`src/rtl/ifetch_q.sv`:
```
// Instruction prefetch queue: a pipelined Wishbone fetcher fills a small word queue,
// and a decoder pops one or two words per instruction into ir/pc.
module ifetch_q #(
    parameter int          DEPTH    = 8,
    parameter int          MAX_OUT  = 4,
    parameter logic [31:0] RESET_PC = 32'h0,
    parameter int          EXT_BIT  = 0
) (
    input  logic        clk_i,
    input  logic        rst_i,
    output logic        bus_cyc_o,
    output logic        bus_stb_o,
    output logic [31:0] bus_adr_o,
    input  logic [31:0] bus_dat_i,
    input  logic        bus_ack_i,
    input  logic        bus_err_i,
    input  logic        bus_stall_i,
    input  logic        pc_set,
    input  logic [31:0] pc_in,
    input  logic        stall_i,
    output logic [63:0] ir,
    output logic [31:0] pc,
    output logic        ir_valid,
    output logic        fault
);

    localparam int AW = $clog2(DEPTH);
    localparam int OW = $clog2(MAX_OUT + 1);
    localparam int DW = 16;
    localparam int CW = AW + 2;

    // Each entry is {err, data}; the decoder needs the head and the word after it
    // in the same cycle, so the array is read combinationally.
    logic [32:0]   q_mem [DEPTH];
    logic [AW-1:0] rd_ptr_reg;
    logic [AW-1:0] wr_ptr_reg;
    logic [AW:0]   occ_reg;
    logic [OW-1:0] out_reg;
    logic [DW-1:0] disc_reg;
    logic [31:0]   adr_reg;
    logic [31:0]   dpc_reg;
    logic [31:0]   pc_reg;
    logic [63:0]   ir_reg;
    logic          valid_reg;
    logic          fault_reg;

    logic          completion;
    logic          take;
    logic          drop;
    logic          issue;
    logic          push;
    logic          pop;
    logic          is_long;
    logic          complete;
    logic [32:0]   head;
    logic [32:0]   second;
    logic [AW:0]   pop_words;
    logic [CW-1:0] out_ext;
    logic [CW-1:0] occ_ext;

    assign out_ext   = CW'(out_reg);
    assign occ_ext   = CW'(occ_reg);

    // Words still in flight are counted against free queue space, so a push
    // always has a slot waiting for it.
    assign bus_stb_o = !rst_i && !pc_set && (out_ext < CW'(MAX_OUT))
                       && ((out_ext + occ_ext) < CW'(DEPTH));
    assign bus_cyc_o = !rst_i && (bus_stb_o || out_reg != '0 || disc_reg != '0);
    assign bus_adr_o = adr_reg;

    assign completion = bus_ack_i || bus_err_i;
    assign drop       = completion && disc_reg != '0;
    assign take       = completion && disc_reg == '0 && out_reg != '0;
    assign issue      = bus_stb_o && !bus_stall_i;
    assign push       = take && !pc_set && !rst_i;

    assign head      = q_mem[rd_ptr_reg];
    assign second    = q_mem[rd_ptr_reg + AW'(1)];
    assign is_long   = head[EXT_BIT];
    assign complete  = (occ_reg != '0) && (!is_long || occ_reg >= (AW+1)'(2));
    assign pop       = !stall_i && complete && !pc_set;

    always_comb begin
        pop_words = '0;
        if (pop) begin
            pop_words = is_long ? (AW+1)'(2) : (AW+1)'(1);
        end
    end

    always_ff @(posedge clk_i) begin
        if (push) begin
            q_mem[wr_ptr_reg] <= {bus_err_i, bus_dat_i};
        end
    end

    always_ff @(posedge clk_i) begin
        if (rst_i) begin
            rd_ptr_reg <= '0;
            wr_ptr_reg <= '0;
            occ_reg    <= '0;
            out_reg    <= '0;
            disc_reg   <= '0;
            adr_reg    <= RESET_PC;
            dpc_reg    <= RESET_PC;
            pc_reg     <= RESET_PC;
            ir_reg     <= '0;
            valid_reg  <= 1'b0;
            fault_reg  <= 1'b0;
        end else if (pc_set) begin
            // Everything still in flight becomes stale, less whatever lands now.
            disc_reg   <= disc_reg + DW'(out_reg) - DW'(drop || take);
            out_reg    <= '0;
            rd_ptr_reg <= '0;
            wr_ptr_reg <= '0;
            occ_reg    <= '0;
            adr_reg    <= pc_in;
            dpc_reg    <= pc_in;
            pc_reg     <= pc_in;
            ir_reg     <= '0;
            valid_reg  <= 1'b0;
            fault_reg  <= 1'b0;
        end else begin
            out_reg <= out_reg + OW'(issue) - OW'(take);
            if (drop) begin
                disc_reg <= disc_reg - DW'(1);
            end
            if (issue) begin
                adr_reg <= adr_reg + 32'd4;
            end
            if (push) begin
                wr_ptr_reg <= wr_ptr_reg + AW'(1);
            end
            rd_ptr_reg <= rd_ptr_reg + pop_words[AW-1:0];
            occ_reg    <= occ_reg + (AW+1)'(push) - pop_words;
            if (!stall_i) begin
                if (complete) begin
                    ir_reg    <= is_long ? {second[31:0], head[31:0]} : {32'h0, head[31:0]};
                    pc_reg    <= dpc_reg;
                    valid_reg <= 1'b1;
                    fault_reg <= head[32] || (is_long && second[32]);
                    dpc_reg   <= dpc_reg + (is_long ? 32'd8 : 32'd4);
                end else begin
                    ir_reg    <= '0;
                    valid_reg <= 1'b0;
                    fault_reg <= 1'b0;
                end
            end
        end
    end

    assign ir       = ir_reg;
    assign pc       = pc_reg;
    assign ir_valid = valid_reg;
    assign fault    = fault_reg;

endmodule

```
`config.mk`:
```
export PLATFORM = sky130hd
export DESIGN_NAME = ifetch_q
export DESIGN_NICKNAME = d
export VERILOG_FILES = /design/src/rtl/ifetch_q.sv
export SDC_FILE = /design/constraint.sdc
export NUM_CORES = 1
export LEC_CHECK = 0
export BUFFER_PORTS_ARGS = -buffer_cell sky130_fd_sc_hd__buf_2
export CORE_MARGIN = 4
export CORE_UTILIZATION = 29
export CTS_CLUSTER_SIZE = 20
export DETAILED_ROUTE_END_ITERATION = 12
export HOLD_SLACK_MARGIN = 0.08
export PLACE_DENSITY_LB_ADDON = 0.3
export SLEW_MARGIN = 20
export SYNTH_ARGS = -nofsm -noshare
export SYNTH_HDL_FRONTEND = slang
export SYNTH_SLANG_ARGS = --single-unit
```
`constraint.sdc`:
```
create_clock -name clk_i -period 4.5 [get_ports clk_i]
set_input_delay 0.225 -clock clk_i [delete_from_list [all_inputs] [get_ports clk_i]]
set_output_delay 0.225 -clock clk_i [all_outputs]
set_load 0.05 [all_outputs]
```
[After elaboration in Yosys (flattened, before gate mapping)]
Memories as Yosys holds them, arrays and structs flattened. A register that Yosys moved wholly into a read port is not among the register bits.
Index checks and enable logic that the tools add are counted.
Word-level totals
  bits in latches: 0
  output and inout bits: 132
  memory bits (writable): 264
  bits in registers: 191
  input port bits: 71
  memory bits (read-only): 0
  memories: 1
Cells by class
  mux-type cells: 20
  divide/modulo/power cells: 0
  reductions and logical operators: 34
  $lt $le $gt $ge: 3
  multiply operators: 0
  add/sub/neg operators: 13
  equal/unequal tests: 1
  shifts and indexed selects: 0
  bitwise logic cells: 0
Memory list
  q_mem: depth 8, bits a word 33, rd ports 2, clocked after memory_dff 1, wr ports 1, line 34  | logic [32:0] q_mem [DEPTH];
Operators with widths (count)
  2-to-1 mux 32 bit: 8
  2-to-1 mux 64 bit: 2
  adder 32 x 3 -> 32 bit (second input constant): 1
  adder 32 x 4 -> 32 bit: 1
  2-to-1 mux 16 bit: 2
  adder 16 x 3 -> 16 bit: 1
  zero test 16 bit: 1
  nonzero test 16 bit: 1
  subtractor 16 x 1 -> 16 bit: 1
  subtractor 16 x 1 -> 16 bit (second input constant): 1
  logical AND 1 bit: 14
  adder 3 x 1 -> 3 bit (second input constant): 2
  logical OR 1 bit: 6
  nonzero test 2 bit: 3
  adder 3 x 4 -> 5 bit: 1
  zero test 1 bit: 5
  < comparator 5 x 4 -> 1 bit (second input constant): 1
  adder 4 x 1 -> 4 bit: 1
  >= comparator 4 x 2 -> 1 bit (second input constant): 1
  2-to-1 mux 1 bit: 4
  2-to-1 mux 2 bit: 2
  2-to-1 mux 4 bit: 1
  nonzero test 4 bit: 1
  subtractor 4 bit: 1
  9 further kinds: 9

[Logic depth before layout (Yosys ltp)]
Gate-level depths: netlist of the first run.
  depth in word-level cells: 8
  depth in mapped cells: 16

[Worst setup path after synthesis of the first run]
Ideal clock, no wire load.
  kind: register -> register
  start point: reg disc_reg[0]
  end point: mem q_mem[0][0] (enable)
  stages on the path, launching flop included: 9
  setup slack: -0.002 ns
  arrival time: 4.038 ns
  buffers on the path: 0
  cell sequence: dfxtp_1 inv_1 ha_1 nor3b_1 nand2_1 nor3_1 nand2_1 or2_2 nor3_1
Between the ends
  word-level cells in the longest chain between the ends: 7
RTL lines
  from (decl): line 39  | logic [DW-1:0] disc_reg;
  from (signal assigned): line 111  | disc_reg <= disc_reg + DW'(out_reg) - DW'(drop || take);
  from (signal assigned): line 125  | disc_reg <= disc_reg - DW'(1);
  zero test 16 bit: line 73  | assign take = completion && disc_reg == '0 && out_reg != '0;
  logical AND 1 bit (2 in series): line 73
  logical AND 1 bit (2 in series): line 75  | assign push = take && !pc_set && !rst_i;
  2-to-1 mux 1 bit: line 91  | if (push) begin
  2-to-1 mux 1 bit (implied by the code): line 92  | q_mem[wr_ptr_reg] <= {bus_err_i, bus_dat_i};
  to (decl): line 34
No other way between the ends.

[Final worst setup path of the first run]
  start point: reg disc_reg[13]
  end point: reg disc_reg[14]
Between the ends
  word-level cells in the longest chain between the ends: 6
  elaborated cells between the ends (all ways): 12
  classes of those cells: add/sub: 3; mux: 2; reduce/logical: 7
RTL lines
  parallel branches: the longest is 6 deep, another holds adder 16 x 3 -> 16 bit
Parallel ways; which one is timed is not known. The select of a mux whose other input is x is not followed.
A chain may end at the register's enable or synchronous reset.

==> results of run 1 <==
-- final cells by class --
class,instances,area share [%]
multi-input cells,1076,35.1
clock inverters,20,0.573
inverters,68,0.982
repair buffers,299,7.43
well taps,959,4.62
diodes,2,0.0193
clock buffers,75,6.01
flip-flops and latches,455,45.2
-- worst min-delay path: cells and delay by family --
family / cells / cell delay (ns)
compound gates: 2 / 0.37
buf+inv: 1 / 0.08
-- path summary, 6_finish.rpt --
| check | startpoint | end | slack (ns) | cells past startpoint |
|---|---|---|---|---|
| worst max register to register | disc_reg[13] | disc_reg[14] | 0.56 | 17 |
| worst max-delay path | disc_reg[13] | disc_reg[14] | 0.56 | 17 |
| worst min register to register | bus_adr_o[1] | bus_adr_o[1] | 0.46 | 2 |
| worst min-delay path | pc_in[19] | bus_adr_o[19] | 0.13 | 3 |
-- timing repair --
action | in CTS | in global routing
setup endpoints to repair | 0 | 0
endpoints found under the hold margin | 310 | 0
buffers inserted | 0 | 0
hold buffers | 61 | 0
-- kinds of logic (layout without fill, tap and decap cells) --
family | count (synthesis) | after routing | share of synthesized area (%)
other | 0 | 2 | 0
multiplexers | 179 | 179 | 16.2
AO/OA/AOI/OAI | 316 | 316 | 9.69
adder cells (fa/ha/maj) | 57 | 57 | 3.50
AND/OR/NAND/NOR | 457 | 457 | 9.92
XOR/XNOR | 67 | 67 | 2.74
buffers and inverters | 170 | 462 | 3.11
flip-flops | 455 | 455 | 54.9
-- power by group --
part | total (W) | switching (W) | internal [W]
sequential | 0.00461 | 0.0000988 | 0.00451
clock | 0.00418 | 0.00176 | 0.00242
combinational | 0.00178 | 0.00104 | 0.000733
total | 0.0106 | 0.00290 | 0.00766
-- stage by stage --
| stage | hold WS, ns | power (W) | utilization (%) | setup slack (ns) | instances |
|---|---|---|---|---|---|
| 2_1_floorplan | 0.324 | 0.00597 | - | 0.214 | 1701 |
| 3_3_place_gp | 0.439 | 0.00640 | 32.4 | 0.601 | 2796 |
| 3_5_place_dp | 0.449 | 0.00642 | 32.4 | 0.573 | 2796 |
| 4_1_cts | 0.0869 | 0.0107 | 35.6 | 0.556 | 2952 |
| 5_1_grt | 0.121 | 0.0111 | 35.6 | 0.186 | 2953 |
| 6_report | 0.134 | 0.0106 | 35.6 | 0.561 | 2954 |
-- per-layer routing --
metal,vias to the layer above,global-route usage [%],wire [um],part of all wire [%]
li1,6930,-,-,-
met1,7502,20.5,27100,44
met2,421,25.2,28700,47
met3,88,3.09,3650,6.0
met4,4,4.39,1570,2.6
met5,-,0,23,0.038
-- layout by cell type, fill, tap and decap left out, drive strengths merged, types with 22 or more instances in the layout --
cell and n:
edfxtp 264, buf 238, dfxtp 191, nor2 158
a21oi 142, mux4 132, nand2 131, clkbuf 75
inv 70, dlygate4sd3 61, ha 52, xnor2 46
mux2i 38, nand3 32, or3 29, o21a 27
a21boi 26, o311a 25, nor3 25, nand4 23
o21ai 22
==> key figures, run 1 <==
Pwr
  – Max IR drop VDD: about 0.27 mV
  – Power Density: 406 nW/um^2
  – Leak: 9.06 nW

Final layout
  – Fin nets: slightly above 2,000
  – Fill cells: around 7,100
  – Layout cells sized above 1: roughly a quarter
  – Area of the multi-input gates: around 9000 sq um
  – Largest register FFs: roughly 260
  – Final Instance Area: ~26,000 sq um
  – FF/Latch Area: approximately 12,000 sq um
  – Area grow syn2layout: 21.4%

Placed design
  – DP HPWL: between 30,000 and 40,000 um
  – PortBufs: just over 200
  – Dpl cell area: ~24,000 sq um
  – Gpl congestion: between 0.8 and 0.9

STA
  – Tmin final: roughly 4 ns
  – Worst rel slew slack: around a third
  – Period utilisation layout: 87.5%
  – Worst clock skew: between 0.02 and 0.025 ns
  – RSZ-0062 raised after global routing: false
  – Worst slew pin tran: ~1 ns
  – Max-slew violation count: 0
  – Setup_tns: 0 ns
  – FMAX: 254 MHz
  – Final Hold Fails: 0
  – Final setup viols: 0

Clocking
  – H-tree levels: 2
  – Maximum clock path buffer count: 3
  – Post-CTS resize count: 0
  – Root Driver: clkbuf_16
  – Clock sink count: 455
  – CTS tree: yes
  – CTS clock-pin slew for the worst setup and hold paths: 0.06 ns
  – Clock Latency Late Sink: ~0.61 ns
  – Num CTS Buffers: between 50 and 60

Synthesis
  – Ys async rst share: 0%
  – Mapped Nets: approximately 1,800
  – Unique masters post-synth: 72
  – Synth area leaders: edfxtp_1, dfxtp_1, mux4_2
  – Synth cell count leaders: edfxtp_1, dfxtp_1, nor2_1
  – Area leader, netlist: edfxtp_1
  – EDFF count, synth: approximately 260
  – Sequential area share after synthesis: about 55%
  – Most common flop cell mapped by yosys: edfxtp_1
  – Syn Std Cell Area: between 20,000 and 25,000 sq um
  – Gate Count Post-Synth: 1,701
  – Number of synthesized register bits: around 460
  – Synth Area per Inst: between 10 and 15 sq um
  – Count leader, synth: edfxtp_1
  – Syn. warnings: 0
  – Top-area cell type share of the netlist area: a little under two fifths

Setup path
  – CP endpoint kind: flip-flop
  – Slowest cell on the critical path: a2111oi_0
  – Crit Path Max Fanout: 4
  – Required time of the critical path: around 5 ns
  – Worst EP arrival: between 4 and 5 ns
  – Cell family with most CP delay: compound AO/OA/AOI/OAI gates
  – Crit Path Class: reg -> reg
  – CP Buf/Inv Count: 4
  – Max incr delay on CP: around 0.4 ns
  – Crit-path cells: inv_1, ha_1, and4_1, a41o_1, nand2_1, ha_1, inv_1, ha_1, inv_1, fa_1, nand2b_1, a211o_1, a2111oi_0, buf_4, o32a_1, mux2i_1, a211oi_1
  – Startpoint Class: flip-flop

Status
  – Status: completed

GRT
  – Largest net degree at the start of global routing: around 130
  – Tot GR Track Use: 15.3%
  – Total gr overflow: 0
  – Wire length of the first global-routing pass: ~93,000 um
  – Vias in the first global route: between 15,000 and 20,000
  – Initial antenna violation count: 5

Die
  – Die area: 78,300 sq um
  – Initial core utilization: between 20% and 30%
  – CORE AREA: 73,100 sq um
  – I/O pins: just over 200
  – Die Span X: between 200 and 300 um
  – Rows: about 100
  – Die Ht: between 200 and 300 um

Route
  – Initial drt markers: around 1,100
  – WL final: approximately 61,000 um
  – Vias: approximately 15,000
  – DRT Pass-1 Iters: 5
  – Drc violations: 0
  – Vias per cell: between 5 and 6
  – Remaining antenna violation count: 0
  – DR WL/cell: 20.7 um

Flow run
  – Number of max-cap violations: 0

Worst hold path
  – Hold crit path type: in -> reg
No activity file was read; power rests on OpenSTA's default activity.
==> run 2: changes to the inputs <==
- clock period: 4.5 -> 4.7 ns (I/O delays scaled with it)
==> key figures, run 2 (same netlist as run 1, synthesis figures left out) <==
Clocking
  – Clock sink count: 455
  – Post-CTS resize count: 0
  – H-tree levels: 2
  – Maximum clock path buffer count: 3
  – CTS clock-pin slew for the worst setup and hold paths: about 0.06 ns
  – Clock Latency Late Sink: 0.61 ns
  – Postcts setup bufs: 0
  – CTS tree: yes
  – Root Driver: clkbuf_16
  – Num CTS Buffers: 52

Pwr
  – Logic gate share of total power: between 10% and 20%
  – Seq pwr share: a little over two fifths
  – Max IR drop VDD: between 0.2 and 0.3 mV
  – Clock network fraction of design power: around 40%
  – Internal: about 0.0073 W
  – Leak: slightly above 9 nW
  – Sw Ratio: roughly 28%
  – Sw power: ~0.0028 W
  – Power Density: 390 nW/um^2

STA
  – Final setup viols: 0
  – Worst slew pin tran: 1.04 ns
  – Worst clock skew: 0.0431 ns
  – Max-slew violation count: 0
  – Period utilisation layout: between 80% and 90%
  – RSZ-0062 raised after global routing: false
  – Tmin final: 4.12 ns
  – Final Hold Fails: 0
  – FMAX: about 240 MHz
  – Worst rel slew slack: between 30% and 40%
  – Setup_tns: 0 ns

GRT
  – Wire length of the first global-routing pass: 94,700 um
  – Tot GR Track Use: 15.5%
  – Vias in the first global route: 15,300
  – Total gr overflow: 0
  – Initial antenna violation count: 6
  – Largest net degree at the start of global routing: 87

Final layout
  – Area of the multi-input gates: 9110 sq um
  – Fill cells: just over 7,000
  – FF/Latch Area: about 12,000 sq um
  – Largest register FFs: between 200 and 300
  – Commonest non-fill, non-tap cell in the layout: edfxtp_1
  – Final core occ: between 30% and 40%
  – Commonest cells after routing, fill and taps aside: edfxtp_1, buf_2, dfxtp_1
  – Fin nets: approximately 2,100
  – Area grow syn2layout: 21.3%
  – Final Instance Area: 26,000 sq um
  – Layout cells sized above 1: roughly a quarter

Route
  – Initial drt markers: approximately 1,200
  – DRT Pass-1 Iters: 5
  – Remaining antenna violation count: 0
  – WL final: 62,300 um
  – Drc violations: 0
  – Vias: approximately 15,000
  – Vias per cell: 5.10
  – DR WL/cell: roughly 21 um

Die
  – Rows: 99
  – CORE AREA: about 73,000 sq um
  – I/O pins: slightly above 200
  – Initial core utilization: 29.3%
  – Die Ht: ~280 um
  – Die Span X: 280 um
  – Die area: 78,300 sq um

Placed design
  – PortBufs: 202
  – DP HPWL: 40,800 um
  – Gpl congestion: 0.820
  – Dpl cell area: 23,700 sq um

Setup path
  – Crit Path Class: reg -> reg
  – Worst-case reg-to-reg path depth: 18
  – CP endpoint kind: flip-flop
  – Worst EP arrival: between 4 and 5 ns
  – Required time of the critical path: 5.13 ns
  – Startpoint Class: flip-flop
  – Crit Path Max Fanout: 6

Status
  – Status: completed

Flow run
  – Number of max-cap violations: 0

Worst hold path
  – Hold crit path type: in -> reg
  – Cell count of the worst hold path: 2
-- run 2: cell count changes in the layout (fill, tap and decap cells not counted), moves of 2 or more --
cell           delta
bufinv_16         +2
clkinv_2          +5
dlygate4sd3_1     -3
buf_12            +2
clkbuf_16         -4
clkbuf_1          -2
-- run 2: final timing paths --
check                       to         from  slack [ns]
hold reg to reg     dpc_reg[0]   dpc_reg[0]        0.46
hold / removal     disc_reg[1]        rst_i        0.13
setup / recovery  disc_reg[14]  disc_reg[0]        0.58
setup reg to reg  disc_reg[14]  disc_reg[0]        0.58
-- run 2: layout make-up --
class,instances,area share (%)
sequential,455,45.3
multi-input combinational,1076,35.1
timing repair buffer,298,7.49
clock buffer,69,5.58
tap,959,4.62
inverter,68,0.982
clock inverter,29,0.973
antenna,3,0.0289
-- run 2: worst max-delay path: stages (launching register included) --
cell and delay [ns]:
dfxtp_1 0.31, inv_1 0.12, ha_1 0.19, nor3b_1 0.21, buf_4 0.18, a41o_1 0.24, nand2_1 0.08, ha_1 0.28
inv_1 0.06, ha_1 0.19, inv_1 0.07, fa_1 0.39, nand2b_1 0.18, a211o_1 0.29, a2111oi_0 0.53, buf_4 0.23
o32a_1 0.18, mux2i_1 0.19, a211oi_1 0.06
-- run 2: timing repair --
action | CTS | global route
setup endpoints to repair | 0 | 0
hold buffers | 58 | 0
hold endpoints to repair | 320 | 0
-- run 2: metal layers --
layer	GRT usage, %	vias to the layer above	part of all wire, %	routed length, um
li1	-	6947	-	-
met1	20.7	7557	44	27200
met2	26.1	498	47	29600
met3	3.34	88	6.7	4160
met4	3.60	2	2.2	1370
met5	0	-	0.021	13
-- run 2: power groups by stage --
stage,logic (W),registers [W],clock network (W)
final,0.00172,0.00441,0.00401
after global routing,0.00190,0.00442,0.00430
after CTS,0.00172,0.00441,0.00414
after detailed placement,0.00167,0.00449,0
after global placement,0.00164,0.00449,0
after floorplan,0.00111,0.00460,0
-- run 2: metrics by stage --
step | std cells | power [W] | hold slack (ns) | setup slack [ns]
after floorplan | 1701 | 0.00571 | 0.334 | 0.198
after global placement | 2798 | 0.00612 | 0.443 | 0.834
after detailed placement | 2798 | 0.00616 | 0.459 | 0.747
after CTS | 2954 | 0.0103 | 0.0830 | 0.581
after global routing | 2957 | 0.0106 | 0.113 | 0.304
final | 2957 | 0.0101 | 0.133 | 0.581
